===== config.mk =====
export PLATFORM = sky130hd
export DESIGN_NAME = mips_run_monitor
export DESIGN_NICKNAME = d
export VERILOG_FILES = /design/src/rtl/mips_run_monitor_pkg.sv /design/src/rtl/mips_pc_stall_detect.sv /design/src/rtl/mips_run_monitor.sv
export SDC_FILE = /design/constraint.sdc
export NUM_CORES = 1
export LEC_CHECK = 0
export BUFFER_PORTS_ARGS = -buffer_cell sky130_fd_sc_hd__buf_2
export CAP_MARGIN = 15
export CORE_ASPECT_RATIO = 1.4
export CORE_MARGIN = 4
export CORE_UTILIZATION = 46
export DETAILED_ROUTE_END_ITERATION = 7
export HOLD_SLACK_MARGIN = 0.03
export PLACE_DENSITY = 0.74
export SETUP_SLACK_MARGIN = 0.5
export SLEW_MARGIN = 30
export SYNTH_ARGS = -nofsm -noshare
export SYNTH_HDL_FRONTEND = slang
export SYNTH_SLANG_ARGS = --single-unit

===== constraint.sdc =====
create_clock -name clk -period 3.7 [get_ports clk]
set_input_delay 0 -clock clk [delete_from_list [all_inputs] [get_ports clk]]
set_output_delay 0 -clock clk [all_outputs]
set_load 0.02 [all_outputs]

===== src/rtl/mips_run_monitor_pkg.sv =====
// Shared definitions for the MIPS run monitor: verdict/state encoding and
// a saturating increment helper used by the event counters.
package mips_run_monitor_pkg;

    localparam int STATUS_W = 3;
    localparam int SAT_W    = 64;

    // Verdict encoding doubles as the FSM state; RUN is the only non-terminal state.
    typedef enum logic [STATUS_W-1:0] {
        ST_RUN     = 3'd0,
        ST_PASS    = 3'd1,
        ST_FAIL    = 3'd2,
        ST_HANG    = 3'd3,
        ST_TIMEOUT = 3'd4,
        ST_BUSERR  = 3'd5
    } state_e;

    // Increment that sticks at max_val; callers zero-extend into SAT_W bits.
    function automatic logic [SAT_W-1:0] sat_inc(input logic [SAT_W-1:0] val,
                                                 input logic [SAT_W-1:0] max_val);
        return (val == max_val) ? val : val + SAT_W'(1);
    endfunction

endpackage


===== src/rtl/mips_pc_stall_detect.sv =====
// Branch-to-self detector: tracks how many consecutive cycles the PC has not
// moved and flags a hang on the HANG_CYCLES-th such cycle.
module mips_pc_stall_detect #(
    parameter int ADDR_W      = 32,
    parameter int HANG_CYCLES = 16
) (
    input  logic              clk,
    input  logic              rst,
    input  logic              en_i,
    input  logic [ADDR_W-1:0] inst_adr_i,
    output logic              hang_o
);

    localparam int              CNT_W = $clog2(HANG_CYCLES);
    localparam logic [CNT_W-1:0] LAST  = CNT_W'(HANG_CYCLES - 1);

    logic [ADDR_W-1:0] prev_pc_q, prev_pc_d;
    logic [CNT_W-1:0]  cnt_q, cnt_d;
    logic              same_pc;

    assign same_pc = (inst_adr_i == prev_pc_q);
    assign hang_o  = en_i && same_pc && (cnt_q == LAST);

    // Next PC history and stall count; both hold once the run has ended.
    always_comb begin
        // NOTE: every signal written here gets a default first so no path leaves it unassigned (no latch).
        prev_pc_d = prev_pc_q;
        cnt_d     = cnt_q;
        if (en_i) begin
            prev_pc_d = inst_adr_i;
            if (!same_pc) begin
                cnt_d = '0;
            end else if (cnt_q != LAST) begin
                cnt_d = cnt_q + CNT_W'(1);
            end
        end
    end

    // State registers; reset compares the first PC against zero.
    always_ff @(posedge clk or posedge rst) begin
        // NOTE: non-blocking assignments so every register samples pre-edge values.
        if (rst) begin
            prev_pc_q <= '0;
            cnt_q     <= '0;
        end else begin
            prev_pc_q <= prev_pc_d;
            cnt_q     <= cnt_d;
        end
    end

endmodule


===== src/rtl/mips_run_monitor.sv =====
// Run-control / verdict block for the single-cycle MIPS benches.
// Watches the instruction and data-memory buses, counts cycles and writes,
// and latches a sticky verdict (PASS/FAIL/HANG/TIMEOUT/BUSERR) until reset.
// Optional feature macro: MIPS_RUN_MONITOR_SIGNATURE_EN (write-stream signature).
module mips_run_monitor
    import mips_run_monitor_pkg::*;
#(
    parameter int                ADDR_W         = 32,
    parameter int                DATA_W         = 32,
    parameter int                CNT_W          = 32,
    parameter logic [ADDR_W-1:0] RESULT_ADDR    = ADDR_W'(32'h0000_07FC),
    parameter logic [DATA_W-1:0] PASS_VALUE     = DATA_W'(32'h0000_0001),
    parameter int                HANG_CYCLES    = 16,
    parameter int                TIMEOUT_CYCLES = 3125
) (
    input  logic                clk,
    input  logic                rst,
    input  logic [ADDR_W-1:0]   inst_adr,
    input  logic [ADDR_W-1:0]   data_adr,
    input  logic [DATA_W-1:0]   data_in,
    input  logic                mem_read,
    input  logic                mem_write,
    output logic                done,
    output logic                pass,
    output logic [STATUS_W-1:0] status,
    output logic [CNT_W-1:0]    cycle_cnt,
    output logic [CNT_W-1:0]    write_cnt,
    output logic [DATA_W-1:0]   last_result,
    output logic [DATA_W-1:0]   signature
);

    localparam logic [CNT_W-1:0] CNT_MAX      = '1;
    localparam logic [CNT_W-1:0] TIMEOUT_LAST = CNT_W'(TIMEOUT_CYCLES - 1);

    state_e            state_q, state_d;
    logic [CNT_W-1:0]  cycle_cnt_q, cycle_cnt_d;
    logic [CNT_W-1:0]  write_cnt_q, write_cnt_d;
    logic [DATA_W-1:0] last_result_q, last_result_d;
    logic              run, rd_s, wr_s, mbox_hit, hang;

    // Strobes compared against a known 1 so an unknown strobe never fires an event.
    assign rd_s     = (mem_read === 1'b1);
    assign wr_s     = (mem_write === 1'b1);
    assign run      = (state_q == ST_RUN);
    assign mbox_hit = wr_s && (data_adr == RESULT_ADDR);

    mips_pc_stall_detect #(
        .ADDR_W      (ADDR_W),
        .HANG_CYCLES (HANG_CYCLES)
    ) u_stall (
        .clk        (clk),
        .rst        (rst),
        .en_i       (run),
        .inst_adr_i (inst_adr),
        .hang_o     (hang)
    );

    // Verdict FSM plus counters and mailbox capture; everything freezes outside RUN.
    always_comb begin
        state_d       = state_q;
        cycle_cnt_d   = cycle_cnt_q;
        write_cnt_d   = write_cnt_q;
        last_result_d = last_result_q;
        if (run) begin
            cycle_cnt_d = CNT_W'(sat_inc(SAT_W'(cycle_cnt_q), SAT_W'(CNT_MAX)));
            if (wr_s) begin
                write_cnt_d = CNT_W'(sat_inc(SAT_W'(write_cnt_q), SAT_W'(CNT_MAX)));
            end
            if (mbox_hit) begin
                last_result_d = data_in;
            end
            // Simultaneous events resolve in this order.
            if (rd_s && wr_s) begin
                state_d = ST_BUSERR;
            end else if (mbox_hit) begin
                state_d = (data_in == PASS_VALUE) ? ST_PASS : ST_FAIL;
            end else if (hang) begin
                state_d = ST_HANG;
            end else if (cycle_cnt_q == TIMEOUT_LAST) begin
                state_d = ST_TIMEOUT;
            end
        end
    end

    // Verdict and counter registers.
    always_ff @(posedge clk or posedge rst) begin
        if (rst) begin
            state_q       <= ST_RUN;
            cycle_cnt_q   <= '0;
            write_cnt_q   <= '0;
            last_result_q <= '0;
        end else begin
            state_q       <= state_d;
            cycle_cnt_q   <= cycle_cnt_d;
            write_cnt_q   <= write_cnt_d;
            last_result_q <= last_result_d;
        end
    end

`ifdef MIPS_RUN_MONITOR_SIGNATURE_EN
    logic [DATA_W-1:0] sig_q, sig_d;

    // Rotate-and-xor signature over every write counted during RUN.
    always_comb begin
        sig_d = sig_q;
        if (run && wr_s) begin
            sig_d = {sig_q[DATA_W-2:0], sig_q[DATA_W-1]} ^ data_in ^ DATA_W'(data_adr);
        end
    end

    // Signature register.
    always_ff @(posedge clk or posedge rst) begin
        if (rst) begin
            sig_q <= '0;
        end else begin
            sig_q <= sig_d;
        end
    end

    assign signature = sig_q;
`else
    assign signature = '0;
`endif

    assign status      = state_q;
    assign done        = (state_q != ST_RUN);
    assign pass        = (state_q == ST_PASS);
    assign cycle_cnt   = cycle_cnt_q;
    assign write_cnt   = write_cnt_q;
    assign last_result = last_result_q;

endmodule


# Yosys cells after proc, flatten, opt, wreduce, memory -nomap -nowiden
# Index checks and enable logic that the tools add are counted.
[op_classes]
addsub = 3
eq_ne = 12
n_mux = 7
n_bitwise = 2
n_reduce_logical = 12
[op_table]
columns = ["op", "count"]
rows = [
  ["$add 32x1->32 const B", 2],
  ["$eq 32x32->1 const B", 2],
  ["$eq 32x1->1 const B", 1],
  ["$eq 32x11->1 const B", 1],
  ["$eq 32x12->1 const B", 1],
  ["$eq 32x32->1", 1],
  ["$mux 3", 4],
  ["$mux 4", 2],
  ["$reduce_and 2->1", 4],
  ["$add 4x1->4 const B", 1],
  ["$eq 4x4->1 const B", 1],
  ["$logic_and 1x1->1", 4],
  ["$ne 4x4->1 const B", 1],
  ["$reduce_bool 4->1", 1],
  ["$eq 3x1->1 const B", 1],
  ["$logic_not 3->1", 1],
  ["$reduce_and 3->1", 1],
  ["$reduce_bool 3->1", 1],
  ["$eqx 1x1->1 const B", 2],
  ["$mux 2", 1],
  ["$ne 2x2->1 const B", 1],
  ["$not 1->1", 2],
]
[word_totals]
reg_bits = 135
in_bits = 100
output_inout_bits = 133
wordCells = 42

# Longest topological paths before layout
# Gate-level depths: netlist of the first run.
[logic_depth]
word_depth = 6
ltp_mapped = 7
mapped_depth_nobuf = 6

# Modules after synthesis
# From an unflattened synthesis of the first run, not the netlist that was laid out.
[unflattened]
cells_unflattened = 583
hier_area_um2 = 6712.7
[modules_own_cells]
columns = ["mod", "n_inst", "cells_per_inst", "area_each_um2", "seq_area_each_um2"]
rows = [
  ["mips_run_monitor", 1, 447, 4953.5, 2477.4],
  ["mips_pc_stall_detect", 1, 136, 1759.2, 900.9],
]

# Worst setup path after synthesis of the first run
# No wires, ideal clock.
[synth_timing]
kind = "flip-flop to flip-flop"
start = "register cycle_cnt_q[0], in the netlist cycle_cnt[0]"
end = "register cycle_cnt_q[1], in the netlist cycle_cnt[1]"
setup_ns = 0.125
t_arrival_ns = 2.238
required_time_ns = 3.575
path_slack_ns = 1.337
stages_incl_launch_ff = 7
path_buffers = 0
synth_period_minus_slack_ns = 2.363
cell_sequence = "dfrtp_1 > ha_1 > nand4_1 > or3_2 > or3b_4 > nand2_1 > mux2_2"
[synth_between]
elab_chain_len = 3
elab_cells_between_ends = 4
classes_between = "add/sub: 1; eq/ne: 1; bitwise: 1; reduce/logical: 1"
[synth_lines]
columns = ["element", "line_no", "text"]
rows = [
  ["start, declared", "mips_run_monitor.sv:36", "logic [CNT_W-1:0] cycle_cnt_q, cycle_cnt_d;"],
  ["start signal, assigned", "mips_run_monitor.sv:94", "cycle_cnt_q <= cycle_cnt_d;"],
  ["parallel branches: the longest is 3 deep, another holds $add 32x1->32", "-", ""],
]
# Several ways; the timed one is not identified.
# A chain may end at the register's enable or synchronous reset.

# Worst setup path in the final report of the first run
# Same ends and word-level chain as after synthesis.

==> results.yml, run 1 <==
logic_synthesis:
  synthCells: 643
  synth_area_mm2: 0.00668
  avgSynthCellArea_um2: 10.4
  synth_edf_count: 0
  ys_ff_latch: 135
  yosys.area.top_type: "dfrtp_1"
  ys_warn_count: 0
  synth_seq_area_share: 0.506
  ys.flop_type: "dfrtp_1"
  yosysUniqueCellTypes: 50
  async_flop_share: 1.00
  synth_most_common_cell: "dfrtp_1"
  synth_top_area_frac: 0.506
  synth_common_cells: "135 x dfrtp_1, 119 x nand2_1, 71 x xnor2_1, 40 x nand4_1, 32 x buf_4"
  synth_area_leaders: "dfrtp_1 51%, xnor2_1 9.3%, nand2_1 6.7%"
worst_hold_path:
  hold_class: "input pin to flop"
  min-delay-start: "mem_read"
clock_network:
  clockBufferDepth: 2
  cts_tree: "yes"
  tritoncts.num_buffers: 17
  clk_latency_ns: 0.41
  h-tree-depth: 4
  cts-resized-gates: 0
  ctsRootBufferMaster: "clkbuf_16"
  cts_sinks: 135
  clk_pin_slew_ns: 0.06
floorplanning:
  die_area_mm2: 0.0165
  die_width_um: 110
  core_area_mm2: 0.0141
  floorplan.rows: 51
  die_h_um: 151
  start_util: 0.474
  pin_count: 233
timing:
  tightest_slew_ns: 0.975
  max_slew_margin: 0.344
  fin_crit_ns: 2.44
  clock.fmax_ghz: 0.410
  finalSetupTns_ns: 0
  grt_setup_unrepaired: "false"
  hold_violations: 0
  skew_ns: 0.00962
  setup_viol: 0
  slew_violations: 0
  fin_crit_sh: 0.660
routing:
  viasPerCell: 5.22
  wirelength_um: 18200
  ant_nets: 0
  wl_per_cell_um: 16.3
  drc: 0
  via_count: 5822
  first_iter_violations: 307
  dr.pass1.iters: 5
pwr:
  p_total_mw: 3.46
  p_per_area_mw_per_mm2: 382
  power_leakage_nw: 4.53
  ir_drop_v: 0.000241
global_routing:
  grt_pass1_wl_um: 28100
  grt_antenna_before_repair: 2
  grtUsageTotal: 0.217
  grt_max_degree: 85
  grt_pass1_vias: 5807
  overflow: 0
critical_path:
  slowest_stage: "or3_2"
  r2r-start: "cycle_cnt[0]$_DFFE_PP0P_"
  cp_slowest_stage_delay_ns: 0.55
  start_kind: "flop"
  critPathMaxFanout: 11
  crit_chain: "ha_1 > nand4_1 > or3_2 > or3b_4 > nand2_1 > mux2_2"
  setup.worst_path.class: "flop to flop"
  required_ns: 3.99
  end_kind: "flop"
  critPathLaunch: "cycle_cnt[0]$_DFFE_PP0P_"
  worst_ep_arrival_time_ns: 2.73
placement:
  port_buffers: 200
  place_congestion: 0.844
  placed_area_mm2: 0.00778
  dp_hpwl_um: 12100
cells_and_area:
  fin_area_mm2: 0.00905
  fillCellCount: 1170
  multiInputGateArea_mm2: 0.00304
  area_growth_pct: 35.4
  seqCellArea_mm2: 0.00338
  nets: 1020
  drive_gt1_frac: 0.273
status:
  status: "completed"
flow_run:
  drv_cap: 0
-- timing repair --
action	CTS	global route
hold buffers	65	0
endpoints found under the hold margin	115	0
setup buffers	0	0
-- path summary, 6_finish.rpt --
path,slack [ns],to,cells past startpoint
worst min-delay path,0.07,status[0]$_DFFE_PP0P_,4
min in group asynchronous,0.21,last_result[31]$_DFFE_PP0P_,3
worst min register to register,0.48,last_result[22]$_DFFE_PP0P_,1
max in group asynchronous,2.69,write_cnt[25]$_DFFE_PP0P_,4
worst max-delay path,1.26,cycle_cnt[1]$_DFFE_PP0P_,6
worst max register to register,1.26,cycle_cnt[1]$_DFFE_PP0P_,6
-- per-layer routing --
metal  GRT usage  share of wire  up-vias
met3      0.0360          0.056       56
met2       0.385           0.52      215
li1            -              -     2740
met1       0.246           0.38     2811
met4       0.113          0.039        0
met5           0              0        -
-- critical path, delay by kind of cell, from the launching register on --
family	cells	cell delay [ns]
mux	1	0.34
flops	1	0.43
simple gates	4	1.34
fa+ha+maj	1	0.21
-- power breakdown --
part | internal, mW | leakage [nW] | switching (mW)
registers | 1.48 | 1.69 | 0.000772
logic | 0.103 | 2.54 | 0.112
clock network | 1.08 | 0.301 | 0.686
-- stage by stage --
| step | setup slack (ns) | utilization | cells | hold WS, ns |
|---|---|---|---|---|
| final | 1.26 | 0.642 | 1116 | 0.0723 |
| after global routing | 1.08 | 0.642 | 1116 | 0.0993 |
| after CTS | 1.27 | 0.641 | 1114 | 0.0667 |
| after detailed placement | 1.28 | 0.552 | 1017 | 0.0792 |
| after global placement | 1.34 | 0.550 | 1016 | 0.216 |
| after floorplan | 1.34 | - | 674 | 0.105 |
-- registers in the layout, summed over array words and instances, names as in the netlist --
| register | count |
|---|---|
| write_cnt | 32 |
| last_result | 32 |
| status | 3 |
| u_stall.cnt_q | 4 |
| u_stall.prev_pc_q | 32 |
| cycle_cnt | 32 |
-- area by class of cell --
cell class / count / area share
sequential: 135 / 0.373
multi-input combinational: 477 / 0.336
clock inverter: 15 / 0.0213
antenna: 2 / 0.000553
clock buffer: 17 / 0.0470
timing repair buffer: 271 / 0.190
tap: 185 / 0.0256
inverter: 14 / 0.00622
-- logic make-up after synthesis --
logic type      after synthesis  share of synthesized area
compound gates               17                     0.0178
xor+xnor                     94                      0.123
fa+ha+maj                     4                    0.00749
buf+inv                      62                     0.0577
flops                       135                      0.506
mux                          35                     0.0588
other cells                   1                   0.000561
simple gates                295                      0.229
-- cells in the final DEF (no fill, tap or decap), types with 8 or more instances in the layout --
| master | count |
|---|---|
| dfrtp_1 | 135 |
| nor3_1 | 14 |
| xor2_1 | 23 |
| nand4_1 | 40 |
| nand3_1 | 28 |
| conb_1 | 32 |
| nand2_1 | 119 |
| nor2_1 | 20 |
| dlygate4sd3_1 | 65 |
| mux2_1 | 30 |
| inv_1 | 13 |
| clkbuf_16 | 17 |
| buf_2 | 200 |
| and3_1 | 12 |
| nor4_1 | 22 |
| and4_1 | 8 |
| xnor2_1 | 71 |
(Power assumes the default switching activity.)
==> run 2, diff against run 1 <==
- CORE_UTILIZATION: 46 -> 50
- PLACE_DENSITY: 0.74 -> 0.77
- clock period: 3.7 -> 2.3 ns (I/O delays scaled with it)
==> results.yml, run 2 (same netlist as run 1, synthesis figures left out) <==
timing:
  slew_violations: 0
  fin_crit_ns: 1.96
  hold_violations: 0
  tightest_slew_ns: 0.755
  finalSetupTns_ns: 0
  skew_ns: 0.0111
  max_slew_margin: 0.497
  grt_setup_unrepaired: "true"
  setup_viol: 0
  clock.fmax_ghz: 0.510
  fin_crit_sh: 0.853
  fin_ws_ns: 0.338
worst_hold_path:
  hold_depth: 5
  holdPathEnd: "status[0]$_DFFE_PP0P_"
  min-delay-start: "data_adr[27]"
  hold_class: "input pin to flop"
routing:
  first_iter_violations: 414
  viasPerCell: 5.43
  wl_per_cell_um: 18.5
  drc: 0
  dr.pass1.iters: 5
  wirelength_um: 22000
  ant_nets: 0
  via_count: 6463
cells_and_area:
  n_antenna_cell: 0
  nets: 1103
  drive_gt1_frac: 0.416
  final_common_cell: "buf_2"
  area_growth_pct: 54.3
  layout_common_cells: "200 x buf_2, 114 x nand2_1, 110 x dfrtp_1, 66 x dlygate4sd3_1, 66 x buf_4"
pwr:
  p_seq_frac: 0.423
  ir_drop_v: 0.000503
  switching_share: 0.220
  p_per_area_mw_per_mm2: 545
  power_frac_clock: 0.514
  p_comb_frac: 0.063
  p_sw_mw: 1.24
  p_int_mw: 4.39
  power_leakage_nw: 5.31
floorplanning:
  die_width_um: 106
  die_h_um: 145
  core_area_mm2: 0.0130
  die_area_mm2: 0.0153
  pin_count: 233
  start_util: 0.514
  floorplan.rows: 49
global_routing:
  grt_pass1_wl_um: 32700
  overflow: 0
  grt_antenna_before_repair: 0
  grt_max_degree: 79
  grt_pass1_vias: 6559
  grtUsageTotal: 0.269
critical_path:
  setup.worst_path.class: "flop to flop"
  r2r-start: "cycle_cnt[22]$_DFFE_PP0P_"
  worst_ep_arrival_time_ns: 2.26
  critPathMaxFanout: 3
  reg2reg_slack_ns: 0.34
  end_kind: "flop"
  r2r_cells: 5
  reg2reg_to: "cycle_cnt[1]$_DFFE_PP0P_"
  required_ns: 2.60
  start_kind: "flop"
status:
  status: "completed"
clock_network:
  clk_latency_ns: 0.42
  clk_pin_slew_ns: 0.06
  ctsRootBufferMaster: "clkbuf_16"
  h-tree-depth: 4
  cts_sinks: 135
  cts_tree: "yes"
  tritoncts.num_buffers: 17
  clockBufferDepth: 2
flow_run:
  drv_cap: 0
placement:
  pre_cts_ws_ns: 0.201
  dp_hpwl_um: 13000
  place_congestion: 0.844
  port_buffers: 200
-- run 2: cell types whose count changed in the layout (fill, tap and decap cells not counted), sizes merged, moves of 2 or more --
cell,before,now
buf,206,286
inv,18,13
clkbuf,17,21
clkinvlp,2,5
clkinv,6,4
diode,2,0
-- run 2: what timing repair did --
| item | CTS | global route |
|---|---|---|
| endpoints found under the hold margin | 201 | 0 |
| pin swaps | 12 | 33 |
| setup endpoints to repair | 96 | 94 |
| hold buffers | 66 | 0 |
| resized for setup | 21 | 69 |
| buffers inserted | 40 | 16 |
| gates cloned | 1 | 1 |
-- run 2: how the worst max path moves through the flow --
stage	startpoint	endpoint	cells after the start
global placement	cycle_cnt[23]$_DFFE_PP0P_	cycle_cnt[1]$_DFFE_PP0P_	5
global route	cycle_cnt[19]$_DFFE_PP0P_	cycle_cnt[13]$_DFFE_PP0P_	6
floorplan	cycle_cnt[23]$_DFFE_PP0P_	cycle_cnt[1]$_DFFE_PP0P_	6
CTS	cycle_cnt[0]$_DFFE_PP0P_	cycle_cnt[1]$_DFFE_PP0P_	6
finish	cycle_cnt[22]$_DFFE_PP0P_	cycle_cnt[1]$_DFFE_PP0P_	5
detailed placement	cycle_cnt[0]$_DFFE_PP0P_	cycle_cnt[1]$_DFFE_PP0P_	6
-- run 2: cell type report --
class                   instances  area (um^2)
fillers                       790         2680
clock buffers                  20          447
inverters                      14         58.8
repair buffers                353         2430
clock inverters                12          178
flip-flops and latches        135         3410
well taps                     178          223
multi-input cells             478         3570
-- run 2: power groups by stage --
stage	sequential, mW	clock [mW]	combinational [mW]
2_1_floorplan	2.42	0	0.160
3_3_place_gp	2.42	0	0.250
3_5_place_dp	2.42	0	0.252
4_1_cts	2.38	2.93	0.340
5_1_grt	2.38	3.03	0.383
6_report	2.38	2.89	0.355
-- run 2: metal layers --
layer / wire [um] / GRT usage
met1: 7930 / 0.288
met2: 11900 / 0.508
met3: 1470 / 0.0661
met4: 683 / 0.104
met5: 0 / 0
-- run 2: per-stage QoR --
step                power (mW)  utilization  area, um^2  cells  hold slack (ns)
floorplan                 2.58            -        6990    674            0.105
global placement          2.67        0.625        8120   1034            0.167
detailed placement        2.67        0.625        8120   1034            0.169
CTS                       5.65        0.755        9810   1173           0.0709
global route              5.79        0.794       10300   1190           0.0912
finish                    5.62        0.794       10300   1190           0.0858
-- run 2: critical path, stage by stage (launching register included) --
cell,delay (ns)
dfrtp_2,0.37
nand3_2,0.10
or4_4,0.53
or3b_4,0.46
nand2_4,0.08
mux2_4,0.29
==> run 3, diff against run 2 <==
- CORE_UTILIZATION: 50 -> 45
- PLACE_DENSITY: 0.77 -> 0.73
- clock period: 2.3 -> 1.8 ns (I/O delays scaled with it)
==> results.yml, run 3 (same netlist as run 1, synthesis figures left out) <==
status:
  status: "finished with violations"
  violations: "negative setup slack"
floorplanning:
  pin_count: 233
  start_util: 0.461
  floorplan.rows: 52
  die_width_um: 111
  core_area_mm2: 0.0145
  die_h_um: 152
  die_area_mm2: 0.0169
routing:
  via_count: 6862
  ant_nets: 0
  wirelength_um: 25300
  wl_per_cell_um: 19.7
  first_iter_violations: 359
  viasPerCell: 5.34
  dr.pass1.iters: 5
  drc: 0
worst_hold_path:
  hold_class: "input pin to flop"
  min-delay-start: "data_adr[22]"
critical_path:
  worst_ep_arrival_time_ns: 2.24
  end_kind: "flop"
  path_delay_family: "simple AND/OR/NAND/NOR gates"
  r2r-start: "cycle_cnt[23]$_DFFE_PP0P_"
  required_ns: 2.09
  setup.worst_path.class: "flop to flop"
  slowest_stage: "or4_4"
  critPathMaxFanout: 2
  crit_chain: "nand3_2 > or4_4 > or3b_4 > nand2_4 > mux2_4"
  critPathLaunch: "cycle_cnt[23]$_DFFE_PP0P_"
  start_kind: "flop"
  cp_num_buf_inv: 0
  cp_slowest_stage_delay_ns: 0.54
global_routing:
  grt_pass1_vias: 7089
  grt_antenna_before_repair: 0
  grtUsageTotal: 0.263
  grt_max_degree: 81
  overflow: 0
  grt_pass1_wl_um: 36200
timing:
  slew_violations: 0
  setup_viol: 74
  skew_ns: 0.0207
  fin_ws_ns: -0.152
  clock.fmax_ghz: 0.512
  fin_crit_sh: 1.08
  finalSetupTns_ns: -4.31
  hold_violations: 0
  fin_crit_ns: 1.95
  grt_setup_unrepaired: "true"
pwr:
  ir_drop_v: 0.000661
  p_sw_mw: 1.63
  p_per_area_mw_per_mm2: 633
  p_comb_frac: 0.064
  power_leakage_nw: 5.97
  switching_share: 0.216
  p_int_mw: 5.89
  p_total_mw: 7.52
  power_frac_clock: 0.532
  p_seq_frac: 0.404
placement:
  pre_cts_ws_ns: -0.264
  dp_hpwl_um: 13900
  place_congestion: 0.823
  port_buffers: 200
cells_and_area:
  area_growth_pct: 77.9
  layout_common_cells: "198 x buf_2, 114 x dfrtp_1, 114 x buf_4, 66 x dlygate4sd3_1, 58 x nand2_1"
  n_antenna_cell: 0
  drive_gt1_frac: 0.566
  post-route-util: 0.820
  nets: 1187
  final_common_cell: "buf_2"
clock_network:
  ctsRootBufferMaster: "clkbuf_16"
  tritoncts.num_buffers: 17
  clk_pin_slew_ns: 0.07
  cts_tree: "yes"
  h-tree-depth: 4
  clk_latency_ns: 0.43
  cts_sinks: 135
  clockBufferDepth: 2
flow_run:
  drv_cap: 0
run 3: cell count changes in the layout (fill, tap and decap cells not counted), moves of 27 or more:
cell and delta:
nand2_2 +33, nand2_1 -56, buf_6 +27, buf_4 +48, mux2_1 -30, mux2_4 +32
run 3: final cells by class:
| class | instances | area (um^2) |
|---|---|---|
| multi-input combinational | 477 | 4200 |
| sequential | 135 | 3400 |
| timing repair buffer | 438 | 3320 |
| fill | 730 | 2620 |
| clock buffer | 19 | 443 |
| tap | 189 | 236 |
| clock inverter | 12 | 226 |
| inverter | 14 | 58.8 |
run 3: per-stage QoR:
step,area [um^2],hold slack (ns),cells
floorplan,7190,0.105,674
global placement,8930,0.145,1131
detailed placement,8930,0.148,1131
CTS,11200,0.0799,1263
global route,11900,0.196,1284
finish,11900,0.152,1284
run 3: final timing paths:
kind	end	slack (ns)	depth (start not counted)
setup / recovery	cycle_cnt[1]$_DFFE_PP0P_	-0.15	5
hold / removal	status[0]$_DFFE_PP0P_	0.15	5
setup reg to reg	cycle_cnt[1]$_DFFE_PP0P_	-0.15	5
hold reg to reg	u_stall.prev_pc_q[10]$_DFFE_PP0N_	0.51	2
max in group asynchronous	status[1]$_DFFE_PP0P_	1.09	4
min in group asynchronous	cycle_cnt[13]$_DFFE_PP0P_	0.28	4
run 3: metal layers:
layer	global-route usage	up-vias	share of wire	wire (um)
li1	-	3071	-	-
met5	0	-	0	0
met3	0.0477	91	0.048	1220
met1	0.299	3401	0.37	9320
met4	0.106	0	0.043	1090
met2	0.484	299	0.54	13700
run 3: what timing repair did:
item                                   in CTS  in global routing
hold buffers                               66                  0
pin swaps                                  77                 46
gates cloned                                4                  1
buffers inserted                           31                 20
setup endpoints to repair                 137                137
resized for setup                         147                115
endpoints found under the hold margin     200                  0
run 3: worst min-delay path, cell delays in order:
cell and delay, ns:
buf_2 0.08, nor3_1 0.06, nand3_1 0.15, a41oi_2 0.14
o21ai_1 0.09
run 3: power groups by stage:
| stage | registers [mW] | logic, mW | clock network (mW) |
|---|---|---|---|
| final | 3.04 | 0.480 | 4.00 |
| after global routing | 3.04 | 0.517 | 4.17 |
| after CTS | 3.04 | 0.454 | 4.04 |
| after detailed placement | 3.09 | 0.339 | 0 |
| after global placement | 3.09 | 0.335 | 0 |
| after floorplan | 3.10 | 0.209 | 0 |
